**src/rtl/addr_unit.sv**
```systemverilog
// addr_unit: fetch/decode/address sequencer for a tiny load/store core.
// Optional: ADDR_UNIT_OVF_EN enables the sticky address-carry flag on ovf.
//
// Ports:
//   clk, rst_n       clock, async active-low reset
//   hold             stall, freezes all state
//   mem_rdata [DW]   sync RAM read data (one cycle after address)
//   regb      [AW]   base register for indexed addressing
//   cond             branch condition, sampled in DECODE
//   mem_addr  [AW]   RAM address (pc in FETCH/LOAD_IR/DECODE, rdir in MEM/WB)
//   mem_we           RAM write enable (store in MEM)
//   ir        [DW]   instruction register
//   pc        [AW]   program counter
//   rdir      [AW]   effective data address register
//   load_valid       one-cycle pulse in WB: mem_rdata holds load data
//   state     [3]    FETCH=0 LOAD_IR=1 DECODE=2 MEM=3 WB=4
//   ovf              sticky address-overflow flag (0 unless ADDR_UNIT_OVF_EN)
module addr_unit #(
  parameter int AW       = 8,
  parameter int DW       = 16,
  parameter int RESET_PC = 0
) (
  input  logic          clk,
  input  logic          rst_n,
  input  logic          hold,
  input  logic [DW-1:0] mem_rdata,
  input  logic [AW-1:0] regb,
  input  logic          cond,
  output logic [AW-1:0] mem_addr,
  output logic          mem_we,
  output logic [DW-1:0] ir,
  output logic [AW-1:0] pc,
  output logic [AW-1:0] rdir,
  output logic          load_valid,
  output logic [2:0]    state,
  output logic          ovf
);

  localparam logic [AW-1:0] RST_PC = AW'(RESET_PC);

  localparam logic [2:0] S_FETCH   = 3'd0;
  localparam logic [2:0] S_LOAD_IR = 3'd1;
  localparam logic [2:0] S_DECODE  = 3'd2;
  localparam logic [2:0] S_MEM     = 3'd3;
  localparam logic [2:0] S_WB      = 3'd4;

  localparam logic [1:0] OP_LOAD   = 2'b00;
  localparam logic [1:0] OP_STORE  = 2'b01;
  localparam logic [1:0] OP_BRANCH = 2'b10;

  logic [2:0]    state_q, state_d;
  logic [AW-1:0] pc_q, pc_d;
  logic [DW-1:0] ir_q, ir_d;
  logic [AW-1:0] rdir_q, rdir_d;

  logic [1:0]    op;
  logic [AW-1:0] offs;
  logic [AW-1:0] ea;
  logic          is_mem_op;

  assign op        = ir_q[DW-1:DW-2];
  assign offs      = ir_q[AW-1:0];
  assign is_mem_op = (op == OP_LOAD) || (op == OP_STORE);

`ifdef ADDR_UNIT_OVF_EN
  logic [AW:0] ea_w;
  logic        ovf_q, ovf_d;

  assign ea_w = {1'b0, regb} + {1'b0, offs};
  assign ea   = ea_w[AW-1:0];

  // Carry only counts for real memory accesses, and never while stalled.
  always_comb begin
    ovf_d = ovf_q;
    if (!hold && state_q == S_DECODE && is_mem_op && ea_w[AW])
      ovf_d = 1'b1;
  end

  always_ff @(posedge clk or negedge rst_n) begin
    if (!rst_n) ovf_q <= 1'b0;
    else        ovf_q <= ovf_d;
  end

  assign ovf = ovf_q;
`else
  assign ea  = regb + offs;
  assign ovf = 1'b0;
`endif

  // State register
  always_ff @(posedge clk or negedge rst_n) begin
    if (!rst_n) state_q <= S_FETCH;
    else        state_q <= state_d;
  end

  // Next-state logic
  always_comb begin
    state_d = state_q;
    case (state_q)
      S_FETCH:   state_d = S_LOAD_IR;
      S_LOAD_IR: state_d = S_DECODE;
      S_DECODE:  state_d = is_mem_op ? S_MEM : S_FETCH;
      S_MEM:     state_d = (op == OP_STORE) ? S_FETCH : S_WB;
      S_WB:      state_d = S_FETCH;
      default:   state_d = S_FETCH;
    endcase
    // Stall freezes legal states; stray encodings still recover.
    if (hold && state_q <= S_WB)
      state_d = state_q;
  end

  // Output logic
  always_comb begin
    mem_addr   = pc_q;
    mem_we     = 1'b0;
    load_valid = 1'b0;
    case (state_q)
      S_MEM: begin
        mem_addr = rdir_q;
        mem_we   = !hold && (op == OP_STORE);
      end
      S_WB: begin
        mem_addr   = rdir_q;
        load_valid = !hold;
      end
      default: mem_addr = pc_q;
    endcase
  end

  // Datapath next values
  always_comb begin
    pc_d   = pc_q;
    ir_d   = ir_q;
    rdir_d = rdir_q;
    if (!hold) begin
      case (state_q)
        S_LOAD_IR: begin
          ir_d = mem_rdata;
          pc_d = pc_q + 1'b1;
        end
        S_DECODE: begin
          rdir_d = ea;
          if (op == OP_BRANCH && cond)
            pc_d = offs;
        end
        default: ;
      endcase
    end
  end

  always_ff @(posedge clk or negedge rst_n) begin
    if (!rst_n) begin
      pc_q   <= RST_PC;
      ir_q   <= '0;
      rdir_q <= '0;
    end else begin
      pc_q   <= pc_d;
      ir_q   <= ir_d;
      rdir_q <= rdir_d;
    end
  end

  assign state = state_q;
  assign pc    = pc_q;
  assign ir    = ir_q;
  assign rdir  = rdir_q;

endmodule

```
**config.mk**
```make
export PLATFORM = sky130hd
export DESIGN_NAME = addr_unit
export DESIGN_NICKNAME = d
export VERILOG_FILES = /design/src/rtl/addr_unit.sv
export SDC_FILE = /design/constraint.sdc
export NUM_CORES = 1
export LEC_CHECK = 0
export ABC_AREA = 1
export ABC_CLOCK_PERIOD_IN_PS = 2000
export CAP_MARGIN = 5
export CORE_ASPECT_RATIO = 0.6
export CORE_UTILIZATION = 25
export CTS_BUF_LIST = sky130_fd_sc_hd__clkbuf_4 sky130_fd_sc_hd__clkbuf_8 sky130_fd_sc_hd__clkbuf_16
export CTS_CLUSTER_SIZE = 8
export DETAILED_ROUTE_END_ITERATION = 8
export HOLD_SLACK_MARGIN = 0.02
export SYNTH_ARGS = -nofsm -noshare
export SYNTH_HDL_FRONTEND = slang
export SYNTH_SLANG_ARGS = --single-unit
```
**constraint.sdc**
```tcl
create_clock -name clk -period 2 [get_ports clk]
set_input_delay 0.4 -clock clk [delete_from_list [all_inputs] [get_ports clk]]
set_output_delay 0.4 -clock clk [all_outputs]
set_load 0.01 [all_outputs]
```
* Yosys cells after proc, flatten, opt, wreduce, memory -nomap -nowiden
Index checks and enable logic that the tools add are counted.
Widths: inputs -> output; s select.
** Operators by class
- Add/sub/neg operators :: 2
- $lt $le $gt $ge :: 1
- Eq/ne operators :: 7
- Muxes and demuxes :: 8
- Bitwise logic cells :: 1
- Reductions and logical operators :: 12
** Operator list (number)
- $mux 8 :: 2
- $pmux 8 s2 :: 1
- $pmux 3 s4 :: 1
- $add 8x1->8 const B :: 1
- $add 8x8->8 :: 1
- $eq 3x2->1 const B :: 2
- $reduce_and 2->1 :: 2
- $eq 3x1->1 const B :: 1
- $eq 3x3->1 const B :: 1
- $le 3x3->1 const B :: 1
- $logic_and 1x1->1 :: 3
- $logic_not 3->1 :: 1
- $mux 3 :: 1
- $reduce_and 3->1 :: 1
- $eq 2x1->1 const B :: 1
- $eq 2x2->1 const B :: 1
- $logic_not 2->1 :: 1
- $mux 1 :: 2
- $mux 2 :: 1
- $ne 2x2->1 const B :: 1
- $reduce_bool 2->1 :: 1
- $reduce_or 2->1 :: 1
- $logic_not 1->1 :: 1
- $logic_or 1x1->1 :: 1
- $not 1->1 :: 1
** Storage, ports and cells
- Bits in registers :: 35
- Bits of input ports :: 28
- Logic and storage cells :: 35

* Logic depth before layout (Yosys ltp)
Gate-level depths: netlist (run 1).
- Word-level depth :: 4
- Depth in mapped cells :: 11

* Worst setup path after synthesis (run 1)
OpenSTA, ideal clock, no wires.
- Kind :: flip-flop to output port
- From :: register state_q[1] (netlist: state[1])
- To :: output port mem_addr[2]
- Data arrival time :: 1.213 ns
- Slack :: 0.387 ns
- Cell stages (with the launch flop) :: 6
- Path buffers :: 1
- Path through :: dfrtp_1 > inv_2 > nand3_1 > nand2_2 > buf_2 > a21oi_1
** On the way
- Word-level cells in the longest chain between the ends :: 3
** Ends and longest elaborated chain
- from (decl) :: line 51 : logic [2:0] state_q, state_d;
- from (signal assigned) :: line 93 : else state_q <= state_d;
- $eq 3x3->1 or $eq 3x2->1 (tied branches) :: line 117 : case (state_q)
- $reduce_or 2->1 (no source line) (*)
- $mux 8 (*) :: line 117
- to (decl) :: line 29 : output logic [AW-1:0] mem_addr,
Mark *: on every way between the ends. The rest lies on a longest branch, timed or not.

* Final worst setup path (run 1)
- From :: register state_q[0] (netlist: state[0])
- To :: output port mem_we
** On the way
- Word-level cells in the longest chain between the ends :: 2
** Ends and longest elaborated chain
- $eq 3x2->1 :: line 117
- $mux 1 :: line 117
- to (decl) :: line 30 : output logic mem_we,
Every way passes these cells.

==> reports/qor.csv, run 1 <==
metric,value,unit
status,"complete, no violations",
ys.flop_type,dfrtp_1,
drt-wirelength-per-cell,13.5,µm
synthArstFlopShare,100,%
cts_max_path_buffers,2,
cp_slowest_cell,dfrtp_1,
via_per_inst,4.31,
yosysSeqAreaShare,41.4,%
fmax,527,MHz
min_period,1.90,ns
r2r_cells,8,
cp_top_family,buffers and inverters,
yosysTopAreaCellShare,41.4,%
r2r_slack,0.39,ns
dr.first_iter.drc_count,105,
grt-ovfl-total,0,
netlist_area,0.00212,mm²
p_leak,1.62,nW
grt_pass1_wl,9810,µm
layout.nets,389,
globalplace.congestion,0.759,
die_width,121,µm
hp-class,input port to asynchronous set/reset pin,
setup_ws,0.102,ns
cap_violations,0,
ys_ff_latch,35,
post-route-period-util,94.9,%
yosys_warnings,0,
grt_usage,14.8,%
critPathKind,flop to output pin,
fin_worst_skew,0.00521,ns
cts_tree,yes,
tns,0,ns
slew_viol_final,0,
yosysTopAreaCell,dfrtp_1,
hold_violations,0,
synth_edf_count,0,
wirelength,6220,µm
startpoint,state[0],
clkSinkCount,35,
crit_arrival,1.50,ns
power.density,1590,mW/mm²
cp_cell_sequence,inv_2 -> nor2_4 -> nand2_4 -> buf_4 -> nor3_1 -> dlygate4sd2_1,
setup_viol,0,
initial_core_util,26.3,%
placed_cells,449,
dpl.hpwl,4730,µm
coreArea,0.00804,mm²
antennaDiodeCount,0,
rr_endpoint,pc[3],
drcViolationCount,0,
die_y,73.3,µm
avgSynthCellArea,8.11,µm²
cts_max_level,2,
port_buffers,72,
critPathLaunchType,flop,
worstSetupEndpointType,output pin,
dieArea,0.00885,mm²
ir_worst_vdd,0.396,mV
critical_path_required,1.60,ns
io_pins,74,
synthCells,261,
crit_end,mem_we,
ys_types,30,
rows,25,
grt_max_degree,36,
antenna_found_initial,0,
drtAntennaViolNets,0,
yosysMostFrequentCell,nand2_1,
crit_cells,6,
cts_root_buffer,clkbuf_16,
vias,1985,
pre_cts_slack,-0.0826,ns
critPathMaxFanout,3,
area_growth,53.7,%
yosys-top-cells-count,"76 x nand2_1, 35 x dfrtp_1, 27 x inv_1",
synth.area.top_cells,"dfrtp_1 41%, nand2_1 13%, mux2_4 7.1%, inv_1 4.8%, ha_1 4.7%",
drt_pre_antenna_iters,4,
first_global_vias,1924,
p_total,5.16,mW
critPathBufInv,3,
finalNonFillerCells,461,
drive_above_1_share,17.0,%
r2r-start,state[2],
numCtsBuffers,5,
path_clk_slew,0.05,ns
critPathMaxStageDelay,0.36,ns
clk_latency,0.28,ns
syn-num-nets,298,
timing.hold.ws,0.163,ns
final cells by class:
| class | count | area (µm²) |
|---|---|---|
| Timing Repair Buffer | 89 | 845 |
| Multi-Input combinational cell | 188 | 1110 |
| Fill cell | 823 | 4790 |
| Clock buffer | 8 | 160 |
| Sequential cell | 35 | 877 |
| Tap cell | 108 | 135 |
| Inverter | 33 | 126 |
repair_timing:
action                                  CTS  global route
hold buffers                              0             0
endpoints found under the setup margin   10             8
setup buffers                             0             3
cloned                                    1             0
resized for setup                        13             5
pin swaps                                 1             1
worst min-delay path by stage:
stage	startpoint	endpoint	slack (ns)	cells after the start
after CTS	rst_n	state[2]	0.18	2
after detailed placement	rst_n	state[2]	0.48	2
after floorplan	rst_n	ir[0]	0.10	0
after global routing	rst_n	pc[7]	0.21	2
final	rst_n	state[0]	0.16	2
after global placement	rst_n	state[0]	0.47	2
state kept, by name (all words and copies together) (netlist names):
signal,cells
ir,16
pc,8
rdir,8
state,3
cells by family after synthesis:
| group | Yosys count | synth area share [%] |
|---|---|---|
| mux | 11 | 7.62 |
| compound gates | 33 | 7.98 |
| other cells | 1 | 0.177 |
| buf+inv | 39 | 7.92 |
| flops | 35 | 41.4 |
| fa+ha+maj | 9 | 5.67 |
| simple gates | 130 | 28.0 |
| xor+xnor | 3 | 1.24 |
metal layers:
metal  part of all wire [%]  GRT usage, %  up-vias
met5                      0             0        -
met4                    1.2          5.49        0
met3                    5.6          3.42        5
met2                     43          21.7       42
met1                     50          21.1      914
li1                       -             -     1024
through the flow:
step           util [%]  area [µm²]
6_report           40.5        3250
2_1_floorplan         -        2120
5_1_grt            40.5        3250
4_1_cts            39.9        3210
3_3_place_gp       37.9        3040
3_5_place_dp       37.9        3040
worst reg2reg max path: cells and delay by family, from the launching register on:
kind	cells	cell delay (ns)
simple gates	5	0.70
buf+inv	3	0.41
flops	1	0.44
where the power goes:
part | total [mW] | leakage [nW] | switching, mW | internal [mW]
Clock | 0.842 | 0.0806 | 0.298 | 0.544
Sequential | 1.39 | 0.423 | 0.353 | 1.04
Combinational | 2.92 | 1.12 | 1.42 | 1.50
Total | 5.16 | 1.62 | 2.07 | 3.09
layout by cell type, fill, tap and decap left out, drive strengths merged, types with 3 or more instances in the layout:
cell	n
nor2	19
clkbuf	8
nand3	23
dlygate4sd2	9
buf	18
nand3b	4
dfrtp	35
a21oi	9
clkdlybuf4s50	61
o21ai	23
mux2	11
or2	3
ha	8
nand2	79
inv	33
No activity file was read; power rests on OpenSTA's default activity.
==> run 2, diff against run 1 <==
--- a/config.mk
+++ b/config.mk
@@ -8,12 +8,13 @@
 export ABC_AREA = 1
 export ABC_CLOCK_PERIOD_IN_PS = 2000
 export CAP_MARGIN = 5
-export CORE_ASPECT_RATIO = 0.6
+export CORE_ASPECT_RATIO = 0.5
 export CORE_UTILIZATION = 25
 export CTS_BUF_LIST = sky130_fd_sc_hd__clkbuf_4 sky130_fd_sc_hd__clkbuf_8 sky130_fd_sc_hd__clkbuf_16
 export CTS_CLUSTER_SIZE = 8
 export DETAILED_ROUTE_END_ITERATION = 8
 export HOLD_SLACK_MARGIN = 0.02
+export SKIP_LAST_GASP = 1
 export SYNTH_ARGS = -nofsm -noshare
 export SYNTH_HDL_FRONTEND = slang
 export SYNTH_SLANG_ARGS = --single-unit
==> run 2 against run 1 <==
Routed wire length shrank 5.4%; die area increased by 0.12%; sequential power about the same; cell count is the same; combinational power shrank 3%; critical path type unchanged; non-clock buffer count down 3; critical path depth fell by 1; hold slack lost 0.0016 ns; worst setup slack lost 0.011 ns; count of clock-buffer cells in the layout down 2; highest routed layer unchanged; design area shrank 1.9%.
==> reports/qor.csv, run 2 (synthesized netlist as in run 1, its figures left out) <==
metric,value,unit,change
rsz0062_at_grt,no,,
initial_core_util,26.1,%,-0.25 points
globalplace.congestion,0.809,,+6.6%
min_period,1.91,ns,+0.0110 ns
drt-wirelength-per-cell,12.8,µm,-5.4%
coreArea,0.00812,mm²,+0.95%
crit_end,mem_we,,
grt_pass1_wl,9570,µm,-2.5%
cts_root_buffer,clkbuf_16,,
finalNonFillerCells,461,,unchanged
p_int,2.96,mW,-4.0%
sw_frac_of_total,40.6,%,+0.44 points
fin_worst_skew,0.00216,ns,-0.00306 ns
dieArea,0.00886,mm²,+0.12%
vias,1981,,-0.20%
antenna_found_initial,0,,unchanged
first_global_vias,1912,,-0.62%
p_leak,1.59,nW,-1.7%
critical_path_required,1.60,ns,about the same
rows,23,,-8.0%
hold_violations,0,,unchanged
crit_arrival,1.51,ns,about the same
dr.first_iter.drc_count,94,,-10%
die_y,67.1,µm,-8.5%
fmax,524,MHz,-0.58%
dpl.hpwl,4370,µm,-7.5%
worstSetupEndpointType,output pin,,
setup_viol,0,,unchanged
post-route-period-util,95.5,%,+0.55 points
via_per_inst,4.30,,-0.20%
startpoint,state[2],,
layout.nets,386,,-0.77%
critPathLaunchType,flop,,
drtAntennaViolNets,0,,unchanged
r2r-start,state[2],,
die_width,132,µm,+9.4%
clkSinkCount,35,,unchanged
r2r_cells,7,,-1
placed_cells,452,,+0.67%
critPathKind,flop to output pin,,
grt-ovfl-total,0,,unchanged
final_cell_mix,"75 x nand2_1, 61 x clkdlybuf4s50_1, 34 x dfrtp_1, 27 x inv_1, 19 x nand3_1",,
seqPwrFrac,27.5,%,+0.5 points
cts_max_level,2,,unchanged
p_switching,2.03,mW,-2.2%
port_buffers,72,,unchanged
critPathMaxFanout,3,,unchanged
cts_max_path_buffers,2,,unchanged
numCtsBuffers,5,,unchanged
area_growth,50.7,%,
power_frac_comb,56.8,%,+0.2 points
drive_above_1_share,17.8,%,+0.77 points
status,"complete, no violations",,
drt_pre_antenna_iters,4,,unchanged
path_clk_slew,0.06,ns,about the same
rr_endpoint,pc[4],,
final_util,39.3,%,-1.2 points
antennaDiodeCount,0,,unchanged
drcViolationCount,0,,unchanged
io_pins,74,,unchanged
r2r_slack,0.37,ns,-0.02 ns
slew_viol_final,0,,unchanged
largest_reg_flops,16,,unchanged
pwr-share-clk,15.7,%,-0.6 points
clk_latency,0.28,ns,about the same
hp-class,input port to asynchronous set/reset pin,,
cap_violations,0,,unchanged
final_common_cell,nand2_1,,
grt_max_degree,36,,unchanged
wirelength,5890,µm,-5.4%
ir_worst_vdd,0.463,mV,+17%
grt_usage,14.0,%,-0.78 points
cts_tree,yes,,
power.density,1560,mW/mm²,-1.4%
-- run 2: cell types whose count changed in the layout (fill, tap and decap cells not counted), sizes merged --
cell,previous run,this run
buf,18,15
clkbuf,8,13
clkdlybuf4s15,1,0
clkinv,0,1
dlygate4sd2,9,2
dlymetal6s2s,0,1
-- run 2: critical path, cell delays in order (launching register included) --
cell and delay (ns):
dfrtp_2 0.44, nor2_4 0.14, nand2_4 0.08, buf_4 0.14, nor3_1 0.12, dlygate4sd2_1 0.29
-- run 2: worst min path at each step --
stage            end  startpoint  cells after the start  slack [ns]
2_1_floorplan  ir[0]       rst_n                      0        0.10
3_3_place_gp   pc[7]       rst_n                      2        0.48
3_5_place_dp   pc[7]       rst_n                      2        0.48
4_1_cts        pc[2]       rst_n                      2        0.18
5_1_grt        pc[2]       rst_n                      2        0.21
6_report       pc[2]       rst_n                      2        0.16
-- run 2: per-layer routing --
| metal | global-route usage, % | vias to the layer above | wire length [µm] |
|---|---|---|---|
| met5 | 0 | - | 0 |
| met2 | 23.7 | 31 | 2700 |
| met3 | 2.74 | 9 | 158 |
| li1 | - | 1020 | - |
| met4 | 3.63 | 0 | 61 |
| met1 | 18.3 | 921 | 2970 |
-- run 2: final cells by class --
cell class,instances,area [µm²]
inverters,33,126
fillers,854,4920
well taps,112,140
repair buffers,86,798
multi-input cells,188,1100
flip-flops and latches,35,877
clock buffers,6,139
clock inverters,1,5.00
-- run 2: power groups by stage --
stage               Clock (mW)  Sequential (mW)  Combinational (mW)
global placement             0             1.37                2.84
finish                   0.783             1.37                2.83
global route             0.824             1.43                3.13
floorplan                    0             1.47                1.40
CTS                      0.801             1.38                2.88
detailed placement           0             1.38                2.86
-- run 2: metrics by stage --
step                hold WS [ns]  setup WS [ns]  TNS, ns  cell area [µm²]  power [mW]
floorplan                  0.104          0.387        0             2120        2.86
global placement           0.475        -0.0537  -0.0934             3040        4.21
detailed placement         0.480        -0.0913   -0.196             3040        4.24
CTS                        0.181         -0.129   -0.212             3210        5.05
global route               0.215         0.0140        0             3190        5.39
finish                     0.161         0.0906        0             3190        4.99
-- run 2: repair_timing --
| item | in CTS | in global routing |
|---|---|---|
| resized for setup | 14 | 16 |
| gates cloned | 1 | 0 |
| buffers inserted | 1 | 0 |
| pin swaps | 1 | 0 |
| setup endpoints to repair | 10 | 9 |
| hold buffers | 0 | 0 |
==> run 3, diff against run 2 <==
--- a/config.mk
+++ b/config.mk
@@ -15,6 +15,7 @@
 export DETAILED_ROUTE_END_ITERATION = 8
 export HOLD_SLACK_MARGIN = 0.02
 export SKIP_LAST_GASP = 1
+export SLEW_MARGIN = 5
 export SYNTH_ARGS = -nofsm -noshare
 export SYNTH_HDL_FRONTEND = slang
 export SYNTH_SLANG_ARGS = --single-unit
==> results of run 3 <==
No change in the layout: final DEF, timing and power equal those of run 2.
